File: src/rtl/chip8_pkg.sv
// rtl/chip8_pkg.sv - shared CHIP-8 memory constants, op encodings and sequencer states
package chip8_pkg;

    localparam int CHIP8_ADDR_W   = 12;
    localparam int CHIP8_MEM_SIZE = 4096;

    localparam logic [11:0] FONT_BASE   = 12'h000;
    localparam int          FONT_STRIDE = 5;
    localparam logic [11:0] PROG_BASE   = 12'h200;

    typedef enum logic [1:0] {
        OP_FETCH = 2'b00,
        OP_READ  = 2'b01,
        OP_WRITE = 2'b10,
        OP_NOP   = 2'b11
    } op_e;

    typedef enum logic [2:0] {
        ST_IDLE,
        ST_ISSUE,
        ST_DRAIN,
        ST_WRITE,
        ST_DONE
    } state_e;

    // A fetch is always a two-byte burst; other ops use the requested length.
    function automatic logic [3:0] burst_last(input op_e op, input logic [3:0] len);
        return (op == OP_FETCH) ? 4'd1 : len;
    endfunction

endpackage

File: src/rtl/chip8_mem_seq_if.sv
// rtl/chip8_mem_seq_if.sv - request, write, read and memory-pin bundle of the sequencer
interface chip8_mem_seq_if #(parameter int ADDR_W = 12) ();

    logic              req_valid;
    logic              req_ready;
    logic [1:0]        req_op;
    logic [ADDR_W-1:0] req_addr;
    logic [3:0]        req_len;
    logic [7:0]        wr_data;
    logic              wr_valid;
    logic              wr_ready;
    logic [7:0]        rd_data;
    logic              rd_valid;
    logic [15:0]       opcode;
    logic              opcode_valid;
    logic              busy;
    logic              mem_read;
    logic              mem_write;
    logic [ADDR_W-1:0] mem_address;
    logic [7:0]        mem_data_in;
    logic [7:0]        mem_data_out;

    modport master (
        input  req_valid, req_op, req_addr, req_len, wr_data, wr_valid, mem_data_out,
        output req_ready, wr_ready, rd_data, rd_valid, opcode, opcode_valid, busy,
               mem_read, mem_write, mem_address, mem_data_in
    );

    modport slave (
        output req_valid, req_op, req_addr, req_len, wr_data, wr_valid, mem_data_out,
        input  req_ready, wr_ready, rd_data, rd_valid, opcode, opcode_valid, busy,
               mem_read, mem_write, mem_address, mem_data_in
    );

endinterface

File: src/rtl/chip8_mem_seq.sv
// rtl/chip8_mem_seq.sv - one-request-at-a-time initiator for the 4 KiB CHIP-8 byte memory
module chip8_mem_seq
    import chip8_pkg::*;
#(
    parameter int ADDR_W = CHIP8_ADDR_W
) (
    input  logic             clk,
    input  logic             reset,
    chip8_mem_seq_if.master  bus
);

    state_e            state_q, state_d;
    op_e               op_q, op_d;
    logic [ADDR_W-1:0] base_q, base_d;
    logic [3:0]        last_q, last_d;
    logic [3:0]        cnt_q, cnt_d;
    logic [7:0]        hi_q, hi_d;
    logic [15:0]       opcode_q, opcode_d;
    logic              rd_valid_q, rd_valid_d;

    logic              req_ready_w;
    logic              accept;
    logic              wr_fire;
    logic              cnt_end;
    logic [ADDR_W-1:0] cur_addr;

    // A NOP spends its DONE cycle as a plain turnaround, so it is not ready there.
    assign req_ready_w = ((state_q == ST_IDLE) || (state_q == ST_DONE && op_q != OP_NOP)) && !reset;
    assign accept      = bus.req_valid && req_ready_w;
    assign wr_fire     = (state_q == ST_WRITE) && bus.wr_valid && !reset;
    assign cnt_end     = (cnt_q == last_q);
    assign cur_addr    = base_q + ADDR_W'(cnt_q);

    assign bus.req_ready = req_ready_w;
    assign bus.busy      = !req_ready_w;
    assign bus.mem_write = ~bus.mem_read;
    assign bus.rd_data   = bus.mem_data_out;
    assign bus.rd_valid  = rd_valid_q;
    assign bus.opcode    = opcode_q;

    // State register.
    always_ff @(posedge clk) begin
        if (reset) state_q <= ST_IDLE;
        else       state_q <= state_d;
    end

    // Next-state logic: DONE accepts a new request exactly like IDLE.
    always_comb begin
        state_d = state_q;
        unique case (state_q)
            ST_IDLE, ST_DONE: begin
                state_d = ST_IDLE;
                if (accept) begin
                    unique case (op_e'(bus.req_op))
                        OP_FETCH, OP_READ: state_d = ST_ISSUE;
                        OP_WRITE:          state_d = ST_WRITE;
                        default:           state_d = ST_DONE;
                    endcase
                end
            end
            ST_ISSUE: if (cnt_end) state_d = ST_DRAIN;
            ST_DRAIN: state_d = ST_DONE;
            ST_WRITE: if (wr_fire && cnt_end) state_d = ST_IDLE;
            default:  state_d = ST_IDLE;
        endcase
    end

    // Request latch, byte counter, fetch assembly and read-valid delay.
    always_comb begin
        op_d       = op_q;
        base_d     = base_q;
        last_d     = last_q;
        cnt_d      = cnt_q;
        hi_d       = hi_q;
        opcode_d   = opcode_q;
        rd_valid_d = (state_q == ST_ISSUE) && (op_q == OP_READ);
        if (accept) begin
            op_d   = op_e'(bus.req_op);
            base_d = bus.req_addr;
            last_d = burst_last(op_e'(bus.req_op), bus.req_len);
            cnt_d  = 4'd0;
        end else if (state_q == ST_ISSUE || wr_fire) begin
            cnt_d = cnt_q + 4'd1;
        end
        // The byte for k=0 is on the memory output while k=1 is being issued.
        if (state_q == ST_ISSUE && op_q == OP_FETCH && cnt_q == 4'd1) hi_d = bus.mem_data_out;
        if (state_q == ST_DRAIN && op_q == OP_FETCH) opcode_d = {hi_q, bus.mem_data_out};
    end

    // Datapath registers.
    always_ff @(posedge clk) begin
        if (reset) begin
            op_q       <= OP_FETCH;
            base_q     <= '0;
            last_q     <= 4'd0;
            cnt_q      <= 4'd0;
            hi_q       <= 8'd0;
            opcode_q   <= 16'd0;
            rd_valid_q <= 1'b0;
        end else begin
            op_q       <= op_d;
            base_q     <= base_d;
            last_q     <= last_d;
            cnt_q      <= cnt_d;
            hi_q       <= hi_d;
            opcode_q   <= opcode_d;
            rd_valid_q <= rd_valid_d;
        end
    end

    // Memory pins and status outputs; mem_read drops only on a real write cycle.
    always_comb begin
        bus.mem_read     = 1'b1;
        bus.mem_address  = '0;
        bus.mem_data_in  = 8'd0;
        bus.wr_ready     = 1'b0;
        bus.opcode_valid = 1'b0;
        if (!reset) begin
            unique case (state_q)
                ST_ISSUE: bus.mem_address = cur_addr;
                ST_WRITE: begin
                    bus.wr_ready = 1'b1;
                    if (bus.wr_valid) begin
                        bus.mem_read    = 1'b0;
                        bus.mem_address = cur_addr;
                        bus.mem_data_in = bus.wr_data;
                    end
                end
                ST_DONE:  bus.opcode_valid = (op_q == OP_FETCH);
                default:  ;
            endcase
        end
    end

endmodule

File: src/flat_wrapper.sv
// flat-port wrapper written by rule: the top's interface ports become plain ports
module chip8_mem_seq_flat import chip8_pkg::*;
#(
    parameter int ADDR_W = CHIP8_ADDR_W
)
  (clk, reset, bus_req_valid, bus_req_op, bus_req_addr, bus_req_len, bus_wr_data, bus_wr_valid, bus_mem_data_out, bus_req_ready, bus_wr_ready, bus_rd_data, bus_rd_valid, bus_opcode, bus_opcode_valid, bus_busy, bus_mem_read, bus_mem_write, bus_mem_address, bus_mem_data_in);
  chip8_mem_seq_if #(.ADDR_W(ADDR_W)) bus_i ();
  input  logic clk;
  input  logic reset;
  input wire logic [$bits(bus_i.req_valid)-1:0] bus_req_valid;
  input wire logic [$bits(bus_i.req_op)-1:0] bus_req_op;
  input wire logic [$bits(bus_i.req_addr)-1:0] bus_req_addr;
  input wire logic [$bits(bus_i.req_len)-1:0] bus_req_len;
  input wire logic [$bits(bus_i.wr_data)-1:0] bus_wr_data;
  input wire logic [$bits(bus_i.wr_valid)-1:0] bus_wr_valid;
  input wire logic [$bits(bus_i.mem_data_out)-1:0] bus_mem_data_out;
  output wire logic [$bits(bus_i.req_ready)-1:0] bus_req_ready;
  output wire logic [$bits(bus_i.wr_ready)-1:0] bus_wr_ready;
  output wire logic [$bits(bus_i.rd_data)-1:0] bus_rd_data;
  output wire logic [$bits(bus_i.rd_valid)-1:0] bus_rd_valid;
  output wire logic [$bits(bus_i.opcode)-1:0] bus_opcode;
  output wire logic [$bits(bus_i.opcode_valid)-1:0] bus_opcode_valid;
  output wire logic [$bits(bus_i.busy)-1:0] bus_busy;
  output wire logic [$bits(bus_i.mem_read)-1:0] bus_mem_read;
  output wire logic [$bits(bus_i.mem_write)-1:0] bus_mem_write;
  output wire logic [$bits(bus_i.mem_address)-1:0] bus_mem_address;
  output wire logic [$bits(bus_i.mem_data_in)-1:0] bus_mem_data_in;
  assign bus_i.req_valid = bus_req_valid;
  assign bus_i.req_op = bus_req_op;
  assign bus_i.req_addr = bus_req_addr;
  assign bus_i.req_len = bus_req_len;
  assign bus_i.wr_data = bus_wr_data;
  assign bus_i.wr_valid = bus_wr_valid;
  assign bus_i.mem_data_out = bus_mem_data_out;
  assign bus_req_ready = bus_i.req_ready;
  assign bus_wr_ready = bus_i.wr_ready;
  assign bus_rd_data = bus_i.rd_data;
  assign bus_rd_valid = bus_i.rd_valid;
  assign bus_opcode = bus_i.opcode;
  assign bus_opcode_valid = bus_i.opcode_valid;
  assign bus_busy = bus_i.busy;
  assign bus_mem_read = bus_i.mem_read;
  assign bus_mem_write = bus_i.mem_write;
  assign bus_mem_address = bus_i.mem_address;
  assign bus_mem_data_in = bus_i.mem_data_in;
  chip8_mem_seq #(.ADDR_W(ADDR_W)) u_core (.clk(clk), .reset(reset), .bus(bus_i));
endmodule
File: config.mk
export PLATFORM = sky130hd
export DESIGN_NAME = chip8_mem_seq_flat
export DESIGN_NICKNAME = d
export VERILOG_FILES = /design/src/rtl/chip8_pkg.sv /design/src/rtl/chip8_mem_seq_if.sv /design/src/rtl/chip8_mem_seq.sv /design/src/flat_wrapper.sv
export SDC_FILE = /design/constraint.sdc
export NUM_CORES = 1
export LEC_CHECK = 0
export CAP_MARGIN = 5
export CORE_ASPECT_RATIO = 0.6
export CORE_MARGIN = 2
export CORE_UTILIZATION = 50
export CTS_BUF_LIST = sky130_fd_sc_hd__clkbuf_4
export DETAILED_ROUTE_END_ITERATION = 8
export HOLD_SLACK_MARGIN = 0.05
export PLACE_DENSITY = 0.91
export SLEW_MARGIN = 20
export SYNTH_ARGS = -nofsm -noshare
export SYNTH_HDL_FRONTEND = slang
export SYNTH_SLANG_ARGS = --single-unit
File: constraint.sdc
create_clock -name clk -period 3.5 [get_ports clk]
set_clock_uncertainty 0.05 [all_clocks]
set_input_delay 0.7 -clock clk [delete_from_list [all_inputs] [get_ports clk]]
set_output_delay 0.7 -clock clk [all_outputs]
set_load 0.02 [all_outputs]
; ---- Yosys cells after proc, flatten, opt, wreduce, memory -nomap -nowiden
; Index checks and enable logic that the tools add are counted.
; W data, S select, Z words.
[totals]
regBits = 50
inputBits = 38
output_inout_bits = 51
elab_cells = 63
[classes]
addsub = 2
n_eq_ne = 12
muxes = 19
bitwise = 1
n_reduce_logical = 21
[ops]
columns = operator, count
row1 = $mux W12, 2
row2 = $mux W8, 3
row3 = $pmux W12 S2, 1
row4 = $add A12 B4 Y12, 1
row5 = $pmux W3 S4, 1
row6 = $logic_and A1 B1 Y1, 10
row7 = $mux W3, 3
row8 = $mux W1, 7
row9 = $eq A3 B2 Y1 const B, 2
row10 = $pmux W3 S2, 1
row11 = $reduce_or A2 Y1, 3
row12 = $add A4 B1 Y4 const B, 1
row13 = $eq A2 B1 Y1 const B, 2
row14 = $eq A4 B1 Y1 const B, 1
row15 = $eq A4 B4 Y1, 1
row16 = $logic_not A2 Y1, 2
row17 = $mux W4, 1
row18 = $ne A2 B2 Y1 const B, 2
row19 = $eq A3 B1 Y1 const B, 1
row20 = $eq A3 B3 Y1 const B, 1
row21 = $logic_not A3 Y1, 1
row22 = $eq A2 B2 Y1 const B, 1
row23 = $logic_not A1 Y1, 2
row24 = $logic_or A1 B1 Y1, 2
row25 = other kinds (3), 3

; ---- Logic depth before layout (Yosys ltp)
[logic_depth]
ltp_word = 7
ltp_mapped = 7
mapped_depth_nobuf = 6

; ---- Worst setup path before layout
; No wires, ideal clock.
[synth_path]
kind = reg-to-output
start = reg u_core.cnt_q[0]
end = out bus_mem_address[10]
t_arrival_ns = 1.964
t_required_ns = 2.750
path_slack_ns = 0.786
stages_incl_launch_ff = 7
n_path_buf = 0
path_cell_list = dfxtp_1 > ha_1 > fa_1 > a21o_1 > a21oi_1 > o21ai_0 > a21oi_1
[synth_via]
elab_chain_cells = 4
[synth_lines]
columns = item, line
row1 = start: declaration, chip8_mem_seq.sv:16  ; logic [3:0] cnt_q, cnt_d;
row2 = start signal: assignment, chip8_mem_seq.sv:104  ; cnt_q <= cnt_d;
row3 = $add A12 B4 Y12 (*), chip8_mem_seq.sv:32  ; assign cur_addr = base_q + ADDR_W'(cnt_q);
row4 = $mux W12, chip8_mem_seq.sv:123  ; if (bus.wr_valid) begin
row5 = $pmux W12 S2 (*), chip8_mem_seq.sv:119  ; unique case (state_q)
row6 = $mux W12 (*), chip8_mem_seq.sv:118  ; if (!reset) begin
row7 = end: declaration, flat_wrapper.sv:26  ; output wire logic [$bits(bus_i.mem_address)-1:0] bus_mem_address;
; Every way passes the cells marked *; elsewhere a longest branch is shown, timed or not.

; ---- Final worst setup path
[layout_path]
start = reg u_core.cnt_q[2]
end = out bus_mem_address[11]
; Same word-level chain as after synthesis.

==> results.py <==
metrics = {
    "logic_synthesis": {
        "synth_top_area_share": 0.408,
        "yosysUniqueCellTypes": 41,
        "synth.avg_cell_area_um2": 8.05,
        "post-synth-top-count-cell": "sky130_fd_sc_hd__nand2_1",
        "synthesis_stage_register_bit_count": 50,
        "ys_seq_area_frac": 0.408,
        "syn-instance-count": 305,
        "postSynth.topFlopCell": "sky130_fd_sc_hd__dfxtp_1",
        "library_cell_with_the_largest_summed_area_after_synthesis": "sky130_fd_sc_hd__dfxtp_1",
        "ys_warn_count": 0,
        "synth_fp_nets": 350,
        "synth.area.top_cells": "sky130_fd_sc_hd__dfxtp_1 41%, sky130_fd_sc_hd__nand2_1 9.8%, sky130_fd_sc_hd__a21oi_1 8.2%",
        "netlist_top_cells_count": "64 x sky130_fd_sc_hd__nand2_1, 50 x sky130_fd_sc_hd__dfxtp_1, 40 x sky130_fd_sc_hd__a21oi_1",
        "post_synthesis_cell_area_um2": 2460,
        "synth_edf_count": 0,
        "async_reset_ff_frac": 0,
    },
    "worst_hold_path": {
        "hold_class": "flop to flop",
    },
    "critical_path": {
        "arrival_ns": 2.59,
        "crit_chain": "ha_1 -> o21a_1 -> a21oi_2 -> o21ai_0 -> a21oi_1 -> clkdlybuf4s50_1",
        "startpoint_type_of_the_worst_setup_path": "flop",
        "cp-end-kind": "output pin",
        "path_delay_family": "compound AO/OA/AOI/OAI gates",
        "critical_path_buf_inv_count": 1,
        "timing_worst_setup_path_type": "flop to output pin",
        "worst_path_largest_cell_delay_ns": 0.63,
        "critical_path_s_slowest_cell": "sky130_fd_sc_hd__clkdlybuf4s50_1",
        "crit_fanout": 8,
        "critical_path_required_ns": 2.75,
    },
    "power": {
        "power_switching_mw": 0.339,
        "seq_power_share": 0.527,
        "leakage_nw": 1.28,
        "ir_drop_uv": 236,
        "power_switching_share": 0.284,
        "power-per-cell-area_nw_per_um2": 353,
        "internal-power_mw": 0.854,
        "finalPower_mw": 1.19,
        "combinationalPowerShare": 0.189,
        "clockPowerShare": 0.284,
    },
    "sta": {
        "timing.final.setup_violations": 0,
        "timing.fmax_mhz": 299,
        "rsz0062_at_grt": "no",
        "worstMarginPinSlew_ns": 0.806,
        "period_minus_slack_ns": 3.34,
        "hold_viol_final": 0,
        "min_period_over_period": 0.955,
        "whs_ns": 0.419,
        "timing_max_transition_violations_final": 0,
        "max-slew-margin-rel": 0.461,
        "final.setup.tns_ns": 0,
    },
    "routing": {
        "avgViaCountPerCell": 5.41,
        "drtPass1Iterations": 4,
        "routed_wl_mm": 6.43,
        "via_count": 2395,
        "detail_route.iter0.violations": 86,
        "drt_drc_violations_left": 0,
        "ant_nets": 0,
        "routedWlPerCell_um": 14.5,
    },
    "cts": {
        "deepest_clock_path_buffer_count": 2,
        "cts_tree": "yes",
        "post-cts-setup-buffers": 0,
        "cts_buffers": 5,
        "clockRootBuffer": "sky130_fd_sc_hd__clkbuf_4",
        "worst_skew_pair.late_latency_ns": 0.38,
        "clock_tree.htree_level_count": 2,
        "cts.sink_count": 50,
        "worst_setup_hold_path_clk_slew_ns": 0.15,
    },
    "grt": {
        "first_global_vias": 2199,
        "largest_net_degree_at_the_start_of_global_routing": 28,
        "grt_first_pass_wirelength_mm": 10.4,
        "grt_use_total": 0.242,
        "initial_antenna_violation_count": 0,
        "grt_overflow": 0,
    },
    "die": {
        "io-pin-count": 89,
        "start_util": 0.527,
        "placementRows": 19,
        "dieHeight_um": 58.3,
        "floorplan.die.width_um": 94.5,
        "core_area_um2": 4660,
        "die_area_um2": 5510,
    },
    "final_layout": {
        "final-instance-count-excl-fill": 443,
        "nFillCells": 373,
        "antenna_cells": 0,
        "drive_above_1_share": 0.0474,
        "area.growth.synth_to_final_pct": 37.5,
        "final_nets": 424,
    },
    "place": {
        "dp_cells": 435,
        "io_buffer_count": 88,
        "gp_weighted_congestion": 0.860,
        "estimated_wirelength_of_the_detail_placed_design_mm": 4.83,
    },
    "run": {
        "drv.max_cap_violation_count": 0,
    },
    "status": {
        "status": "finished clean",
    },
}
-- metal layers --
metal | GRT usage | up-vias | wire, µm
li1 | - | 1181 | -
met1 | 0.321 | 1119 | 2920
met2 | 0.368 | 86 | 2880
met5 | 0 | - | 0
met4 | 0.0870 | 0 | 76
met3 | 0.0883 | 9 | 551
-- cells in the final DEF, fill, tap and decap left out, drive strengths merged, types with 2 or more instances in the layout --
master         count
a211oi             2
a21o               2
a21oi             41
and2              13
and3               3
buf                3
clkbuf             5
clkdlybuf4s50     83
clkinvlp           2
dfxtp             50
dlygate4sd2        3
ha                 6
inv                5
mux2i              9
nand2             64
nand2b             5
nand3              5
nand3b             4
nand4              2
nor2              17
nor3               7
nor4               2
o21ai             15
or3                7
xnor2              5
xor2               5
-- final timing paths --
path / cells past startpoint / from / slack, ns / end
setup / recovery: 6 / u_core.cnt_q[2] / 0.16 / bus_mem_address[11]
setup reg to reg: 4 / u_core.state_q[1] / 1.37 / u_core.last_q[0]
hold / removal: 2 / u_core.bus.opcode[1] / 0.42 / u_core.bus.opcode[1]
hold reg to reg: 2 / u_core.bus.opcode[1] / 0.42 / u_core.bus.opcode[1]
-- metrics by stage --
stage               utilization  cell area [µm²]  setup WS (ns)
floorplan                     -             2460          0.786
global placement          0.706             3290          0.319
detailed placement        0.706             3290          0.214
CTS                       0.724             3370         0.0515
global route              0.725             3380        0.00194
finish                    0.725             3380          0.156
-- timing repair --
item / CTS / global route
hold buffers: 0 / 0
endpoints found under the setup margin: 6 / 5
gates resized for setup: 5 / 2
pin swaps: 0 / 0
hold endpoints to repair: 0 / 0
-- power groups by stage --
stage	Clock, mW	Sequential [mW]	Combinational [mW]
after floorplan	0	0.635	0.132
after global placement	0	0.638	0.217
after detailed placement	0	0.639	0.224
after CTS	0.345	0.627	0.225
after global routing	0.375	0.633	0.245
final	0.339	0.628	0.226
-- area by class of cell --
| type | instances | area, µm² | area share |
|---|---|---|---|
| well taps | 63 | 78.8 | 0.0233 |
| repair buffers | 90 | 890 | 0.263 |
| inverters | 5 | 18.8 | 0.00556 |
| multi-input cells | 227 | 1310 | 0.387 |
| clock inverters | 3 | 45.0 | 0.0133 |
| clock buffers | 5 | 37.5 | 0.0111 |
| flip-flops and latches | 50 | 1000 | 0.297 |
-- state kept, by name, summed over array words and instances, names as in the netlist --
| name | flops |
|---|---|
| u_core.bus.opcode | 16 |
| u_core.base_q | 12 |
| u_core.hi_q | 8 |
| u_core.cnt_q | 4 |
| u_core.last_q | 4 |
| u_core.state_q | 3 |
| u_core.op_q | 2 |
| u_core.bus.rd_valid | 1 |
-- cells by family (layout without fill, tap and decap cells) --
logic type               after synthesis  count (layout)  share of synthesized area
AND/OR/NAND/NOR                      135             135                      0.269
AO/OA/AOI/OAI                         66              66                      0.148
flip-flops                            50              50                      0.408
buffers and inverters                 28             103                     0.0637
XOR/XNOR                              10              10                     0.0357
multiplexers                           9               9                     0.0367
adder cells (fa/ha/maj)                7               7                     0.0387
-- tightest hold or removal path, stage by stage, from the launching register on --
cell	delay, ns
sky130_fd_sc_hd__dfxtp_1	0.34
sky130_fd_sc_hd__nand2_1	0.05
sky130_fd_sc_hd__a21oi_1	0.05
Note: power is estimated with default switching activity, not from simulation.
